<file path="config.mk">
export PLATFORM = sky130hd
export DESIGN_NAME = message_rx
export DESIGN_NICKNAME = d
export VERILOG_FILES = /design/src/rtl/message_rx.sv
export SDC_FILE = /design/constraint.sdc
export NUM_CORES = 2
export LEC_CHECK = 0
export BUFFER_PORTS_ARGS = -buffer_cell sky130_fd_sc_hd__buf_2
export CAP_MARGIN = 20
export CORE_MARGIN = 3
export CORE_UTILIZATION = 40
export DETAILED_ROUTE_END_ITERATION = 7
export PLACE_DENSITY = 0.66
export RECOVER_POWER = 50
export SLEW_MARGIN = 20
export SYNTH_ARGS = -nofsm -noshare
export SYNTH_HDL_FRONTEND = slang
export SYNTH_SLANG_ARGS = --single-unit
</file>
<file path="constraint.sdc">
create_clock -name gclk -period 4.6 [get_ports gclk]
set_input_delay 0.23 -clock gclk [delete_from_list [all_inputs] [get_ports gclk]]
set_output_delay 0.23 -clock gclk [all_outputs]
set_load 0.05 [all_outputs]
</file>
<file path="src/rtl/message_rx.sv">
// P-code correlating receiver: integrates each message bit over PCODE_LEN*PCODE_REPEATS
// samples, hard-slices it, and assembles PPS-aligned frames into a readable buffer plus UTC fields.
module message_rx #(
  parameter int PCODE_LEN     = 40920,
  parameter int PCODE_REPEATS = 10,
  parameter int MESSAGE_LEN   = 120,
  parameter int ACC_W         = 32
) (
  input  logic             gclk,
  input  logic             grst_n,
  input  logic             rx_enable_i,
  input  logic             pps_in_i,
  input  logic             adc_valid_i,
  input  logic [11:0]      adc_data_i,
  input  logic             pcode_chip_i,
  output logic [15:0]      chip_idx_o,
  output logic             bit_valid_o,
  output logic             bit_data_o,
  output logic [ACC_W-1:0] bit_metric_o,
  output logic             frame_done_o,
  output logic             frame_abort_o,
  input  logic [2:0]       rd_addr_i,
  output logic [31:0]      rd_data_o,
  output logic             utc_valid_o,
  output logic [7:0]       utc_year_o,
  output logic [3:0]       utc_month_o,
  output logic [4:0]       utc_day_o,
  output logic [5:0]       utc_second_o,
  output logic [5:0]       utc_minute_o,
  output logic [4:0]       utc_hour_o
);

  localparam int RW = (PCODE_REPEATS > 1) ? $clog2(PCODE_REPEATS) : 1;
  localparam int MO_O = 8, DY_O = 12, SE_O = 17, MI_O = 23, HR_O = 29;

  typedef enum logic {IDLE, ACC} state_e;
  state_e state_q, state_d;

  logic pps_meta_q, pps_sync_q, pps_dly_q, pps_p_q;

  logic signed [ACC_W-1:0] acc_q, acc_d, metric_q, metric_d;
  logic [15:0]         chip_q, chip_d;
  logic [RW-1:0]       rep_q, rep_d;
  logic [7:0]          bcnt_q, bcnt_d;
  logic [255:0]        shadow_q, shadow_d, shadow_new;
  logic [7:0][31:0]    rbuf_q, rbuf_d;
  logic [31:0]         rd_data_q, rd_data_d;
  logic bit_valid_q, bit_valid_d, bit_data_q, bit_data_d;
  logic frame_done_q, frame_done_d, frame_abort_q, frame_abort_d;
  logic [7:0] year_q, year_d;
  logic [3:0] month_q, month_d;
  logic [4:0] day_q, day_d, hour_q, hour_d;
  logic [5:0] sec_q, sec_d, min_q, min_d;

  logic signed [ACC_W-1:0] samp_ext, samp, acc_sum;
  logic chip_last, rep_last, bit_end, frame_end, in_acc;

  assign samp_ext  = ACC_W'($signed(adc_data_i));
  assign samp      = pcode_chip_i ? samp_ext : -samp_ext;
  assign acc_sum   = acc_q + samp;
  assign in_acc    = (state_q == ACC) && rx_enable_i;
  assign chip_last = (chip_q == 16'(PCODE_LEN - 1));
  assign rep_last  = (rep_q == RW'(PCODE_REPEATS - 1));
  assign bit_end   = in_acc && adc_valid_i && chip_last && rep_last;
  assign frame_end = bit_end && (bcnt_q == 8'(MESSAGE_LEN - 1));

  always_comb begin
    shadow_new = shadow_q;
    shadow_new[bcnt_q] = acc_sum[ACC_W-1];
  end

  always_ff @(posedge gclk) begin
    if (!grst_n) state_q <= IDLE;
    else         state_q <= state_d;
  end

  always_comb begin
    state_d = state_q;
    case (state_q)
      IDLE: if (pps_p_q && rx_enable_i) state_d = ACC;
      ACC: begin
        if (!rx_enable_i)              state_d = IDLE;
        else if (frame_end && !pps_p_q) state_d = IDLE;
      end
      default: state_d = IDLE;
    endcase
  end

  always_comb begin
    acc_d = acc_q; chip_d = chip_q; rep_d = rep_q; bcnt_d = bcnt_q;
    shadow_d = shadow_q; rbuf_d = rbuf_q; metric_d = metric_q;
    bit_valid_d = 1'b0; bit_data_d = bit_data_q;
    frame_done_d = 1'b0; frame_abort_d = 1'b0;
    year_d = year_q; month_d = month_q; day_d = day_q;
    sec_d = sec_q; min_d = min_q; hour_d = hour_q;
    if (state_q == ACC && !rx_enable_i) begin
      acc_d = '0; chip_d = '0; rep_d = '0; bcnt_d = '0;
    end else if (in_acc) begin
      // a PPS discards its own sample unless that sample closes a bit
      if (adc_valid_i && (!pps_p_q || bit_end)) begin
        acc_d = bit_end ? '0 : acc_sum;
        if (chip_last) begin
          chip_d = '0;
          rep_d  = rep_last ? '0 : rep_q + RW'(1);
        end else begin
          chip_d = chip_q + 16'd1;
        end
        if (bit_end) begin
          bit_valid_d = 1'b1;
          bit_data_d  = acc_sum[ACC_W-1];
          metric_d    = acc_sum;
          shadow_d    = shadow_new;
          bcnt_d      = bcnt_q + 8'd1;
          if (frame_end) begin
            bcnt_d       = '0;
            rbuf_d       = shadow_new;
            frame_done_d = 1'b1;
            for (int i = 0; i < 8; i++) year_d[7-i]  = shadow_new[i];
            for (int i = 0; i < 4; i++) month_d[3-i] = shadow_new[MO_O+i];
            for (int i = 0; i < 5; i++) day_d[4-i]   = shadow_new[DY_O+i];
            for (int i = 0; i < 6; i++) sec_d[5-i]   = shadow_new[SE_O+i];
            for (int i = 0; i < 6; i++) min_d[5-i]   = shadow_new[MI_O+i];
            for (int i = 0; i < 5; i++) hour_d[4-i]  = shadow_new[HR_O+i];
          end
        end
      end
      if (pps_p_q) begin
        frame_abort_d = !bit_end && (bcnt_q != '0 || chip_q != '0 || rep_q != '0);
        acc_d = '0; chip_d = '0; rep_d = '0; bcnt_d = '0;
      end
    end else if (state_q == IDLE && pps_p_q && rx_enable_i) begin
      acc_d = '0; chip_d = '0; rep_d = '0; bcnt_d = '0;
    end
    // reading through the next-state buffer makes a copy-cycle read see new data
    rd_data_d = rbuf_d[rd_addr_i];
  end

  always_ff @(posedge gclk) begin
    if (!grst_n) begin
      pps_meta_q <= 1'b0; pps_sync_q <= 1'b0; pps_dly_q <= 1'b0; pps_p_q <= 1'b0;
      acc_q <= '0; chip_q <= '0; rep_q <= '0; bcnt_q <= '0;
      shadow_q <= '0; rbuf_q <= '0; rd_data_q <= '0; metric_q <= '0;
      bit_valid_q <= 1'b0; bit_data_q <= 1'b0;
      frame_done_q <= 1'b0; frame_abort_q <= 1'b0;
      year_q <= '0; month_q <= '0; day_q <= '0;
      sec_q <= '0; min_q <= '0; hour_q <= '0;
    end else begin
      pps_meta_q <= pps_in_i;
      pps_sync_q <= pps_meta_q;
      pps_dly_q  <= pps_sync_q;
      pps_p_q    <= pps_sync_q & ~pps_dly_q;
      acc_q <= acc_d; chip_q <= chip_d; rep_q <= rep_d; bcnt_q <= bcnt_d;
      shadow_q <= shadow_d; rbuf_q <= rbuf_d; rd_data_q <= rd_data_d; metric_q <= metric_d;
      bit_valid_q <= bit_valid_d; bit_data_q <= bit_data_d;
      frame_done_q <= frame_done_d; frame_abort_q <= frame_abort_d;
      year_q <= year_d; month_q <= month_d; day_q <= day_d;
      sec_q <= sec_d; min_q <= min_d; hour_q <= hour_d;
    end
  end

  assign chip_idx_o    = chip_q;
  assign bit_valid_o   = bit_valid_q;
  assign bit_data_o    = bit_data_q;
  assign bit_metric_o  = metric_q;
  assign frame_done_o  = frame_done_q;
  assign utc_valid_o   = frame_done_q;
  assign frame_abort_o = frame_abort_q;
  assign rd_data_o     = rd_data_q;
  assign utc_year_o    = year_q;
  assign utc_month_o   = month_q;
  assign utc_day_o     = day_q;
  assign utc_second_o  = sec_q;
  assign utc_minute_o  = min_q;
  assign utc_hour_o    = hour_q;

endmodule

</file>
* After elaboration in Yosys (flattened, before gate mapping) *
Cells that the tools add are included.

storage, ports and cells
  ROM bits = 0
  output and inout port bits = 119
  latch bits = 0
  memories kept = 0
  logic and storage cells = 124
  bits in writable memories = 0
  flip-flop bits (word level) = 679
  input port bits = 21

cells by class
  div/mod/pow operators = 0
  reduce and logical (&&, ||, !) cells = 32
  bitwise logic cells = 9
  multipliers = 0
  equality and inequality tests = 6
  add/subtract/negate cells = 5
  order comparisons = 3
  shift operators = 0
  muxes and demuxes = 39

operator list
  operator                 count
  $mux W256                5
  $bwmux W256              1
  $mux W32                 7
  $bmux W32 S3             1
  $mux W16                 5
  $mux W8                  6
  $add A32 B32 Y32         1
  $neg A12 Y32             1
  $mux W4                  6
  $add A16 B1 Y16 const B  1
  $eq A16 B16 Y1 const B   1
  $reduce_bool A16 Y1      1
  $logic_and A1 B1 Y1      13
  $lt A8 B9 Y1 const B     1
  $add A8 B1 Y8 const B    1
  $demux W1 S8             1
  $eq A8 B7 Y1 const B     1
  $ge A8 B1 Y1 const B     1
  $not A1 Y1               8
  $reduce_bool A8 Y1       1
  $reduce_or A4 Y1         2
  $mux W1                  6
  $ne A3 B3 Y1 const B     2
  $reduce_and A3 Y1        2
  other kinds (15)         19

* Depth between registers and ports, before layout *
  depth in word-level cells = 12
  mapped depth = 22
  mapped depth without buffers = 17

* Worst setup path before layout *
OpenSTA, ideal clock, no wires.

  kind = input to register
  from = in adc_data_i[7]
  to = reg rd_data_q[25], in the netlist rd_data_o[25]
  cell stages on the path = 19
  path buffers = 3
  required time = 4.497 ns
  slack = 0.349 ns
  data arrival time = 4.147 ns
  cells stage by stage = nor3_1 -> nand2_1 -> nor3_1 -> clkbuf_1 -> nand2_1 -> ha_1 -> a21oi_1 -> ha_1 -> buf_2 -> nand3_1 -> nor2_1 -> a221oi_1 -> a211oi_2 -> nor2_2 -> o32ai_1 -> clkbuf_1 -> o41ai_1 -> o221ai_1 -> a2111oi_2

between the ends
  cells in the longest elaborated chain, start to end = 11

ends and longest elaborated chain
  item                                RTL line  RTL
  start: declaration                  14        input logic [11:0] adc_data_i,
  $neg A12 Y32                        59        assign samp = pcode_chip_i ? samp_ext : -samp_ext;
  $mux W32 (*)                        59
  $add A32 B32 Y32 (*)                60        assign acc_sum = acc_q + samp;
  $bwmux W256 (*)                     69        shadow_new[bcnt_q] = acc_sum[ACC_W-1];
  $mux W256 (*)                       114       if (frame_end) begin
  $mux W256 (*)                       108       if (bit_end) begin
  $mux W256 (*)                       100       if (adc_valid_i && (!pps_p_q || bit_end)) begin
  $mux W256 (*)                       98        end else if (in_acc) begin
  $mux W256 (*)                       96        if (state_q == ACC && !rx_enable_i) begin
  $bmux W32 S3 (*)                    135       rd_data_d = rbuf_d[rd_addr_i];
  $mux W32 (not written as such) (*)  135
  end signal: assignment              153       shadow_q <= shadow_d; rbuf_q <= rbuf_d; rd_data_q <= rd_data_d; metric_q <= metric_d;
  end: declaration                    47        logic [31:0] rd_data_q, rd_data_d;

Mark *: on every way between the ends. The rest lies on a longest branch, timed or not. The select of a mux whose other input is x is not followed.
A chain may end at the register's enable or synchronous reset.

* Final worst setup path *
  from = reg chip_q[3], in the netlist chip_idx_o[3]
  to = reg shadow_q[88]

between the ends
  cells in the longest elaborated chain, start to end = 6

ends and longest elaborated chain
  item                                   RTL line  RTL
  start: declaration                     42        logic [15:0] chip_q, chip_d;
  start signal: assignment               141       acc_q <= '0; chip_q <= '0; rep_q <= '0; bcnt_q <= '0;
  start signal: assignment               152       acc_q <= acc_d; chip_q <= chip_d; rep_q <= rep_d; bcnt_q <= bcnt_d;
  $eq A16 B16 Y1 (*)                     62        assign chip_last = (chip_q == 16'(PCODE_LEN - 1));
  $logic_and A1 B1 Y1 (*) (2 in series)  64        assign bit_end = in_acc && adc_valid_i && chip_last && rep_last;
  $logic_or A1 B1 Y1                     100
  $logic_and A1 B1 Y1                    100
  $reduce_and A4 Y1 (no line) (*)        -
  end signal: assignment                 153
  end: declaration                       45        logic [255:0] shadow_q, shadow_d, shadow_new;

Mark *: on every way between the ends. The rest lies on a longest branch, timed or not.

==> flow_summary_export.csv <==
group,metric,value,unit
status,status,"complete, but fails checks",
status,violations,"max-capacitance violations, max-slew violations",
sta,worst_slew_margin_rel,-84.11,%
clocking,cts-buffers-inserted,74,
placed_design,place_ws,-0.2187,ns
finish,area_growth,13.57,%
detailed_routing,detailedRoute.firstPassIterationCount,6,
sta,finalMaxSlewViolations,91,
global_route,grt_pass1_wl,168.7,mm
critical_path,start_kind,"register",
detailed_routing,ant_nets,0,
critical_path,worstSetupEndpointType,"register",
clocking,clk_latency,0.64,ns
finish,diodes,0,
finish,mostFrequentLayoutCells,"dfxtp_1 (677), o21ai_0 (555), a21oi_1 (507)",
sta,rsz0062_at_grt,"no",
detailed_routing,drt_iter0_markers,3997,
placed_design,place_area,32580,sq um
sta,max_freq,227.5,MHz
global_route,use_met1,35.96,%
critical_path,r2r_slack,0.20,ns
sta,hold_viol,0,
logic_synthesis,synth_nets,4000,
floorplan,die_x,283.1,um
placed_design,post-dp-hpwl,71.90,mm
detailed_routing,drc_errors,0,
detailed_routing,wl_per_cell,22.51,um
placed_design,port_buffers,139,
logic_synthesis,ys_ff_latch,677,
clocking,cts_sinks,677,
finish,fin_area,34890,sq um
clocking,cts_setup_buffers,0,
critical_path,path_cells,"or4_1, nor4_4, nand2_1, clkbuf_2, nor2_2, buf_4, nand3_1, a21oi_1",
floorplan,start_util,40.79,%
placed_design,gp_congestion,0.9204,
clocking,clockRootBuffer,"clkbuf_16",
clocking,clock_tree.buffer_depth,3,
worst_hold_path,min_from,"adc_data_i[0]",
detailed_routing,routed_wl,112.5,mm
finish,finalNetCount,3989,
sta,worst_slack,0.2039,ns
critical_path,r2r_cells,8,
run,drv_cap,2,
finish,seqCellArea,13550,sq um
logic_synthesis,synthDistinctLibCells,82,
global_route,grt-ovfl-total,0,
critical_path,arrival,4.93,ns
floorplan,coreArea,75320,sq um
sta,max_slew.worst_pin.slew,2.762,ns
global_route,grt_pass1_vias,27489,
logic_synthesis,ys_async_sr_fraction,0,%
critical_path,timing.rr.end,"shadow_q[88]",
global_route,track_usage,26.62,%
sta,whs,0.04728,ns
finish,fin_util,46.32,%
critical_path,crit_slowest_cell,"nand2_1",
floorplan,row_count,100,
detailed_routing,num_vias,30227,
floorplan,dieArea,80170,sq um
logic_synthesis,postSynthAreaPerCell,7.812,sq um
logic_synthesis,syn_area,30720,sq um
logic_synthesis,yosysWarnings,0,
sta,clock_skew,0.02099,ns
global_route,grt_max_degree,148,
critical_path,crit_required,5.13,ns
logic_synthesis,synthFlopType,"dfxtp_1",
finish,mostFrequentLayoutCell,"dfxtp_1",
power_and_ir_drop,power_density,366.8,nW/um^2
worst_hold_path,min_to,"acc_q[0]",
critical_path,r2r_start,"chip_idx_o[3]",
finish,drive_above_1_share,8.346,%
global_route,grt.busiest_layer,"met2",
sta,setup_viol,0,
logic_synthesis,ys_seq_area_share,44.11,%
power_and_ir_drop,power.leakage,11.97,nW
logic_synthesis,synth_edf_count,0,
critical_path,cpPeakStageDelay,0.77,ns
floorplan,die_h,283.1,um
finish,multi_input_area,15640,sq um
critical_path,critical_path_class,"register to register",
power_and_ir_drop,ir_worst_vdd,0.0002814,V
finish,nFillCells,7568,
worst_hold_path,whs_path_depth,4,
detailed_routing,vias_per_cell,6.048,
clocking,cts_tree,"built",
sta,min_period,4.396,ns
global_route,grtUsageMet2,41.42,%
floorplan,io_pins,140,
critical_path,path_max_fanout,35,
logic_synthesis,netlist_instances,3933,
global_route,antenna_found_initial,2,
critical_path,critPathTopFamily,"simple AND/OR/NAND/NOR gates",
clocking,clk_pin_slew,0.06,ns
critical_path,critPathBufInv,2,
global_route,grt_use_met3,4.831,%
sta,period_share,95.57,%
clocking,cts.htree.levels,3,
worst_hold_path,hp-class,"input port to register",
[cell usage after synthesis, drive strengths merged, types with 16 or more instances]
cell type | instances | share of area, %
and3 | 41 | 0.83
o21ai | 562 | 9.2
o311a | 28 | 0.91
xnor2 | 30 | 0.86
a22oi | 23 | 0.56
a31oi | 29 | 0.61
a211oi | 29 | 0.72
xor2 | 26 | 0.77
nor2 | 506 | 6.2
nor4 | 16 | 0.37
o31ai | 17 | 0.42
mux2i | 68 | 2.2
nand2 | 258 | 3.2
nand4 | 29 | 0.61
nand3 | 316 | 5.2
a21oi | 508 | 8.3
and2 | 61 | 1.2
dfxtp | 677 | 44
clkbuf | 291 | 3.6
buf | 82 | 1.2
ha | 45 | 1.8
nor3 | 64 | 1.1
o21a | 18 | 0.44
inv | 30 | 0.37
[worst register-to-register path: cells and delay by family, from the launching register on]
family	cells	cell delay [ns]
AO/OA/AOI/OAI	1	0.16
buffers and inverters	2	1.06
flip-flops	1	0.38
AND/OR/NAND/NOR	5	2.70
[flip-flops by register name (all words and copies together), names as in the netlist, 8 cells and up]
signal        cells
shadow_q        255
acc_q            32
utc_year_o        8
bit_metric_o     32
rbuf_q          256
bcnt_q            8
rd_data_o        32
chip_idx_o       16
[per-stage QoR]
stage | TNS (ns) | std cells | power (mW)
final | 0 | 4998 | 12.80
after global routing | 0 | 4998 | 13.11
after CTS | 0 | 4998 | 12.84
after detailed placement | -0.2482 | 4864 | 6.716
after global placement | -3.479 | 4863 | 6.715
after floorplan | 0 | 3933 | 6.463
[power by group]
group	switching [mW]	internal [mW]	total, mW
clock network	2.55	3.65	6.20
registers	0.0199	5.88	5.90
logic	0.518	0.179	0.697
[area by class of cell]
type | count | share of cell area [%]
repair buffers | 286 | 5.103
multi-input cells | 2850 | 44.83
clock buffers | 110 | 6.272
clock inverters | 22 | 0.9180
well taps | 1020 | 3.658
flip-flops and latches | 677 | 38.84
inverters | 33 | 0.3765
[worst max-delay path by stage]
stage	start	endpoint	slack, ns	depth (start not counted)
2_1_floorplan	adc_data_i[7]	rd_data_o[25]	0.35	19
3_3_place_gp	adc_data_i[3]	rd_data_o[25]	-0.19	17
3_5_place_dp	adc_data_i[7]	rd_data_o[24]	-0.22	21
4_1_cts	adc_data_i[7]	rd_data_o[24]	0.41	21
5_1_grt	chip_idx_o[3]	rd_data_o[29]	0.11	10
6_report	chip_idx_o[3]	shadow_q[88]	0.20	8
[metal layers]
layer	wire length (um)	share of wire, %
met1	46150	41
met2	49710	44
met3	11180	9.9
met4	5485	4.9
met5	0	0
[cell families after synthesis]
kind of cell / Yosys count / synth area share [%]
AOI/OAI and AO/OA: 1345 / 24.82
and+or+nand+nor: 1325 / 19.43
DFF: 677 / 44.11
buffers and inverters: 406 / 5.192
muxes: 78 / 2.924
xor gates and xnor gates: 56 / 1.621
adders and majority gates: 46 / 1.898
[timing repair]
item | 4_1_cts | 5_1_grt
gates resized for setup | 0 | 1
hold buffers | 2 | 0
endpoints found under the hold margin | 3 | 0
endpoints found under the setup margin | 0 | 1
Power figures use the tool's default switching activity.
